$ cat config.mk
export PLATFORM = sky130hd
export DESIGN_NAME = seg7_serial_reader
export DESIGN_NICKNAME = d
export VERILOG_FILES = /design/src/rtl/seg7_pkg.sv /design/src/rtl/seg7_pattern_decode.sv /design/src/rtl/seg7_serial_reader.sv
export SDC_FILE = /design/constraint.sdc
export NUM_CORES = 1
export LEC_CHECK = 0
export ABC_AREA = 1
export CAP_MARGIN = 25
export CORE_MARGIN = 10
export CORE_UTILIZATION = 20
export DETAILED_ROUTE_END_ITERATION = 6
export PLACE_DENSITY_LB_ADDON = 0.15
export SYNTH_ARGS = -nofsm -noshare
export SYNTH_HDL_FRONTEND = slang
export SYNTH_SLANG_ARGS = --single-unit
$ cat constraint.sdc
create_clock -name io_in -period 2.2 [get_ports io_in]
set_clock_uncertainty 0.1 [all_clocks]
set_input_delay 0.44 -clock io_in [delete_from_list [all_inputs] [get_ports io_in]]
set_output_delay 0.44 -clock io_in [all_outputs]
set_load 0.02 [all_outputs]
$ cat src/rtl/seg7_pkg.sv
// Shared 7-segment definitions: the segment glyph table (active-high,
// bit 0 = segment a ... bit 6 = segment g), the serial reader state
// type, and the bit positions on the tile input/output buses.
package seg7_pkg;

  localparam logic [6:0] SEG_0     = 7'h3F;
  localparam logic [6:0] SEG_1     = 7'h06;
  localparam logic [6:0] SEG_2     = 7'h5B;
  localparam logic [6:0] SEG_3     = 7'h4F;
  localparam logic [6:0] SEG_4     = 7'h66;
  localparam logic [6:0] SEG_5     = 7'h6D;
  localparam logic [6:0] SEG_6     = 7'h7D;
  localparam logic [6:0] SEG_7     = 7'h07;
  localparam logic [6:0] SEG_8     = 7'h7F;
  localparam logic [6:0] SEG_9     = 7'h6F;
  localparam logic [6:0] SEG_A     = 7'h77;
  localparam logic [6:0] SEG_B     = 7'h7C;
  localparam logic [6:0] SEG_C     = 7'h39;
  localparam logic [6:0] SEG_D     = 7'h5E;
  localparam logic [6:0] SEG_E     = 7'h79;
  localparam logic [6:0] SEG_F     = 7'h71;
  localparam logic [6:0] SEG_7_ALT = 7'h27;
  localparam logic [6:0] SEG_9_ALT = 7'h67;

  localparam int unsigned FRAME_BITS = 7;

  typedef enum logic [1:0] {
    IDLE,
    SHIFT,
    DECODE
  } state_t;

  // Input bus bit positions
  localparam int unsigned IN_CLK    = 0;
  localparam int unsigned IN_RST    = 1;
  localparam int unsigned IN_SDATA  = 2;
  localparam int unsigned IN_STROBE = 3;

  // Output bus bit positions
  localparam int unsigned OUT_DIGIT_LSB = 0;
  localparam int unsigned OUT_DIGIT_MSB = 3;
  localparam int unsigned OUT_VALID     = 4;
  localparam int unsigned OUT_ERR       = 5;
  localparam int unsigned OUT_BUSY      = 6;
  localparam int unsigned OUT_FTOG      = 7;

endpackage

$ cat src/rtl/seg7_pattern_decode.sv
// Combinational segment-pattern to hex-digit lookup.
// Ports:
//   pat   [6:0] in  : segment pattern, bit 0 = a ... bit 6 = g
//   hit         out : pattern is a known glyph
//   digit [3:0] out : decoded hex value (0 on a miss)
module seg7_pattern_decode
  import seg7_pkg::*;
(
  input  logic [6:0] pat,
  output logic       hit,
  output logic [3:0] digit
);

  always_comb begin
    hit   = 1'b1;
    digit = '0;
    case (pat)
      SEG_0:     digit = 4'h0;
      SEG_1:     digit = 4'h1;
      SEG_2:     digit = 4'h2;
      SEG_3:     digit = 4'h3;
      SEG_4:     digit = 4'h4;
      SEG_5:     digit = 4'h5;
      SEG_6:     digit = 4'h6;
      SEG_7:     digit = 4'h7;
      SEG_8:     digit = 4'h8;
      SEG_9:     digit = 4'h9;
      SEG_A:     digit = 4'hA;
      SEG_B:     digit = 4'hB;
      SEG_C:     digit = 4'hC;
      SEG_D:     digit = 4'hD;
      SEG_E:     digit = 4'hE;
      SEG_F:     digit = 4'hF;
      SEG_7_ALT: digit = 4'h7;
      SEG_9_ALT: digit = 4'h9;
      default: begin
        hit   = 1'b0;
        digit = '0;
      end
    endcase
  end

endmodule

$ cat src/rtl/seg7_serial_reader.sv
// Bit-serial 7-segment frame receiver with pattern-to-digit readback.
// Frames are 7 strobed bits, segment a first. After the 7th bit one DECODE
// cycle looks the pattern up and updates the held result registers.
// Ports:
//   io_in[0]    clock (rising edge)
//   io_in[1]    synchronous active-high reset
//   io_in[2]    serial segment bit
//   io_in[3]    strobe: bit accepted when high at a rising edge
//   io_in[7:4]  unused
//   io_out[3:0] decoded digit
//   io_out[4]   valid: last frame was a known pattern
//   io_out[5]   err: last frame was unknown or timed out
//   io_out[6]   busy: registered copy of "frame in progress"
//   io_out[7]   ftog: toggles per completed frame
module seg7_serial_reader
  import seg7_pkg::*;
#(
  parameter int unsigned TIMEOUT = 15
) (
  input  logic [7:0] io_in,
  output logic [7:0] io_out
);

  logic w_clk;
  logic w_rst;
  logic w_sdata;
  logic w_strobe;
  logic w_unused;

  assign w_clk    = io_in[IN_CLK];
  assign w_rst    = io_in[IN_RST];
  assign w_sdata  = io_in[IN_SDATA];
  assign w_strobe = io_in[IN_STROBE];
  assign w_unused = &{1'b0, io_in[7:4]};

  state_t     r_state;
  logic [2:0] r_count;
  logic [7:0] r_idle;
  logic [6:0] r_shift;
  logic [3:0] r_digit;
  logic       r_valid;
  logic       r_err;
  logic       r_busy;
  logic       r_ftog;

  logic       w_hit;
  logic [3:0] w_digit;

  seg7_pattern_decode u_decode (
    .pat   (r_shift),
    .hit   (w_hit),
    .digit (w_digit)
  );

  always_ff @(posedge w_clk) begin
    if (w_rst) begin
      r_state <= IDLE;
      r_count <= '0;
      r_idle  <= '0;
      r_shift <= '0;
      r_digit <= '0;
      r_valid <= 1'b0;
      r_err   <= 1'b0;
      r_busy  <= 1'b0;
      r_ftog  <= 1'b0;
    end else begin
      // busy lags the state by one edge: high from the edge after the
      // first accepted bit through the edge that leaves DECODE.
      r_busy <= (r_state != IDLE);
      unique case (r_state)
        IDLE: begin
          if (w_strobe) begin
            r_shift[0] <= w_sdata;
            r_count    <= 3'd1;
            r_idle     <= '0;
            r_state    <= SHIFT;
          end
        end
        SHIFT: begin
          if (w_strobe) begin
            r_shift[r_count] <= w_sdata;
            r_idle           <= '0;
            if (r_count == 3'(FRAME_BITS - 1)) begin
              r_count <= '0;
              r_state <= DECODE;
            end else begin
              r_count <= r_count + 3'd1;
            end
          end else if (r_idle == 8'(TIMEOUT - 1)) begin
            // this low cycle is the TIMEOUT-th in a row: abort the frame
            r_idle  <= '0;
            r_count <= '0;
            r_digit <= '0;
            r_valid <= 1'b0;
            r_err   <= 1'b1;
            r_state <= IDLE;
          end else begin
            r_idle <= r_idle + 8'd1;
          end
        end
        DECODE: begin
          r_digit <= w_hit ? w_digit : '0;
          r_valid <= w_hit;
          r_err   <= ~w_hit;
          r_ftog  <= ~r_ftog;
          r_count <= '0;
          r_idle  <= '0;
          r_state <= IDLE;
        end
        default: r_state <= IDLE;
      endcase
    end
  end

  always_comb begin
    io_out                              = '0;
    io_out[OUT_DIGIT_MSB:OUT_DIGIT_LSB] = r_digit;
    io_out[OUT_VALID]                   = r_valid;
    io_out[OUT_ERR]                     = r_err;
    io_out[OUT_BUSY]                    = r_busy;
    io_out[OUT_FTOG]                    = r_ftog;
  end

endmodule
==> qor.txt, run 1 <==
status: finished clean
top-count cell post-synth: nand2_1
synthesized flop and latch total: 28
Pwr Density: 2290 nW/um^2
I/O Buffers: 8
Synth Flop Type: dfxtp_1
Nets: 372
Clock Pin Slew Worst Setup and Hold Paths: 0.14 ns
largest area contributor in the netlist: dfxtp_1
max_slew headroom: 77.6%
initial antenna violation count: 0
Peak VDD IR: 0.906 mV
gr usage total: 15.9%
Setup TNS Final: 0 ns
Synth area leaders: dfxtp_1 35%, nand2_1 14%, nor2_1 11%, inv_1 7.0%, a21oi_1 5.9%
Synth Net Count: 264
top cell type's share of synthesized area: 34.7%
RSZ-0062 raised after global routing: true
Post-Layout Inst Area: 3420 sq um
WL final: 7410 microns
Worst Tran Pin Value: 0.336 ns
top cells by count, synth: 62 x nand2_1, 47 x nor2_1, 30 x inv_1
CP max stage cell: or2_2
RD Place Congestion: 0.755
GRT overflow: 0
r2r startpoint: r_state[1]$_SDFFE_PP0P_
initial core utilization: 20.7%
number of global-route vias before repair: 3438
CP Capture Type: flip-flop
Worst R2R Path Depth: 13
static leakage: 1.39 nW
Area Overhead vs Synth: 111%
setup violators final: 0
reg2reg setup slack: 0.13 ns
Final WS setup: 0.0296 ns
DR pass1 iterations: 7
Critical path origin: io_in[3]
yosys warns: 0
startpoint types: clock port
DR iter-0 viols: 440
Final Hold Vio Count: 0
core area: 7810 sq um
crit path to: r_idle[0]$_SDFFE_PP0P_
Die X: 110 microns
worst-path fanout max: 5
number of flops mapped to enable cells by yosys: 0
DIE AREA: 12100 sq um
crit-path cells: buf_8 -> buf_8 -> nor2_4 -> a21oi_4 -> buf_4 -> clkbuf_8 -> buf_4 -> or2_2 -> a21oi_1
DP HPWL: 3110 microns
Hold Path Class: clock port to flip-flop
Chip Height: 110 microns
Final ANT Viol Nets: 0
Via density: 4.62
register area share after synthesis: 34.7%
Max Slew Vio Count: 0
Worst EP required: 2.33 ns
global-route wire length before repair: 14800 microns
CTS tree: built
# diodes: 0
Arrival @ worst endpoint: 2.30 ns
total power: 7.81 mW
asr flop ratio synth: 0%
pin count of the biggest net entering global routing: 16
pre-CTS setup slack: 0.277 ns
Mapped Cells: 251
worst skew pair latency: 0.28 ns
Synth Area per Inst: 6.44 sq um
CP peak stage delay: 0.27 ns
num rows: 32
Netlist cell types: 27
DRC viols: 0
share of cells above drive strength 1: 37.2%
Ports: 16
DR vias: 2238
RR Endpoint: r_idle[7]$_SDFFE_PP0P_
Cell Area, Placed: 1790 sq um
synthesized cell area: 1620 sq um
max-cap check violation count: 0
WL per Instance: 15.3 microns
crit path kind: clock port to flip-flop
==> sequential cells by signal, summed over array words and instances (netlist names) <==
signal	cells
r_busy	1
r_count	3
r_digit	4
r_err	1
r_ftog	1
r_idle	8
r_shift	7
r_state	2
r_valid	1
==> through the flow <==
step,util (%),hold slack (ns),cells
2_1_floorplan,-,-0.0220,251
3_3_place_gp,22.9,-0.0333,355
3_5_place_dp,22.9,-0.0333,355
4_1_cts,43.1,0.0432,482
5_1_grt,43.8,-0.0154,484
6_report,43.8,0.00416,484
==> layout by cell type, fill, tap and decap left out, drive strengths merged <==
cell           netlist  final
a311oi               2      2
o21ai               11     11
a21oi               20     20
nand2               63     63
clkbuf               2     79
nor3                 5      5
nor3b                1      1
dfxtp               28     28
ha                   5      5
or2                  2      2
clkinv               0      1
bufinv               0      6
a211oi               2      2
clkinvlp             0      1
buf                  4     22
xnor2                2      2
nand3b               1      1
xor2                 1      1
nor2                50     50
clkdlybuf4s50        0      8
o32ai                1      1
inv                 31     51
nand4                3      3
nand3               17     17
==> timing repair <==
item / 4_1_cts / 5_1_grt
hold buffers: 0 / 0
pin swaps: 11 / 7
resized for setup: 38 / 24
setup buffers: 8 / 5
endpoints found under the setup margin: 26 / 26
==> cell families after synthesis <==
family / share of synthesized area [%]
AO/OA/AOI/OAI: 12.8
XOR/XNOR: 1.63
adder cells (fa/ha/maj): 3.87
buffers and inverters: 9.52
flip-flops: 34.7
AND/OR/NAND/NOR: 37.5
==> worst min-delay path by stage <==
stage | startpoint | end | cells past startpoint
2_1_floorplan | io_in[1] | r_shift[1]$_SDFFE_PP0P_ | 1
6_report | io_in[1] | r_valid$_SDFFE_PP0P_ | 4
3_3_place_gp | io_in[1] | r_busy$_SDFF_PP0_ | 1
4_1_cts | io_in[1] | r_shift[4]$_SDFFE_PP0P_ | 4
3_5_place_dp | io_in[1] | r_busy$_SDFF_PP0_ | 1
5_1_grt | io_in[1] | r_valid$_SDFFE_PP0P_ | 4
==> power breakdown <==
group          switching (mW)  internal [mW]
clock                    2.67           4.57
combinational               0              0
sequential                  0          0.567
==> layer usage <==
metal / GRT usage [%] / vias up / wire length [microns]
met3: 18.4 / 50 / 877
met2: 15.5 / 155 / 3450
li1: - / 1043 / -
met5: 3.36 / - / 45
met1: 11.9 / 988 / 2600
met4: 26.2 / 2 / 430
==> area by class of cell <==
| type | instances | area [sq um] |
|---|---|---|
| repair buffers | 10 | 95.1 |
| well taps | 102 | 128 |
| fillers | 762 | 4390 |
| multi-input cells | 186 | 1080 |
| flip-flops and latches | 28 | 563 |
| clock inverters | 35 | 239 |
| inverters | 24 | 96.3 |
| clock buffers | 99 | 1220 |
==> worst max-delay path: cells and delay by family <==
kind / cells / cell delay, ns
buffers and inverters: 5 / 0.63
and+or+nand+nor: 2 / 0.40
AOI/OAI and AO/OA: 2 / 0.16
(Power assumes the default switching activity.)
==> inputs of run 2 (changes only) <==
Settings changed: SKIP_CTS_REPAIR_TIMING set to 1.
Clock period 2.2 ns to 2.8 ns, I/O delays scaled along.
==> qor.txt, run 2 <==
status: aborted with a tool error
Last stage: 5_1_grt
Err: [ERROR GRT-0183] Net io_in[1]: the 3D maze router ran out of legal paths (heap underflow) - the net is boxed in by local congestion or blockages.
num rows: 32 (unchanged)
Netlist cell types: 27 (unchanged)
initial core utilization: 20.7% (unchanged)
synthesized flop and latch total: 28 (unchanged)
Ports: 16 (unchanged)
Mapped Cells: 251 (unchanged)
Die X: 110 microns (unchanged)
yosys warns: 0 (unchanged)
DP HPWL: 3090 microns (-0.62%)
Placed Cells: 355 (unchanged)
top-count cell post-synth: nand2_1
RD Place Congestion: 0.775 (+2.7%)
top cells by count, synth: 62 x nand2_1, 47 x nor2_1, 30 x inv_1
largest area contributor in the netlist: dfxtp_1
I/O Buffers: 8 (unchanged)
synthesized cell area: 1620 sq um (unchanged)
asr flop ratio synth: 0% (unchanged)
Synth Flop Type: dfxtp_1
pre-CTS setup slack: 0.577 ns (+0.301 ns)
top cell type's share of synthesized area: 34.7% (unchanged)
Synth area leaders: dfxtp_1 35%, nand2_1 14%, nor2_1 11%, inv_1 7.0%, a21oi_1 5.9%
Chip Height: 110 microns (unchanged)
register area share after synthesis: 34.7% (unchanged)
Synth Net Count: 264 (unchanged)
number of flops mapped to enable cells by yosys: 0 (unchanged)
pin count of the biggest net entering global routing: 16
Synth Area per Inst: 6.44 sq um (unchanged)
## run 2: kinds of logic after synthesis
logic type      after synthesis  synth area share, %
compound gates               36                 12.8
xor+xnor                      3                 1.63
fa+ha+maj                     5                 3.87
buf+inv                      37                 9.52
flops                        28                 34.7
simple gates                142                 37.5
## run 2: stage by stage
step | TNS (ns) | utilization [%] | cell area (sq um)
2_1_floorplan | 0 | - | 1620
3_3_place_gp | 0 | 22.9 | 1790
3_5_place_dp | 0 | 22.9 | 1790
4_1_cts | -2.88 | 43.3 | 3380
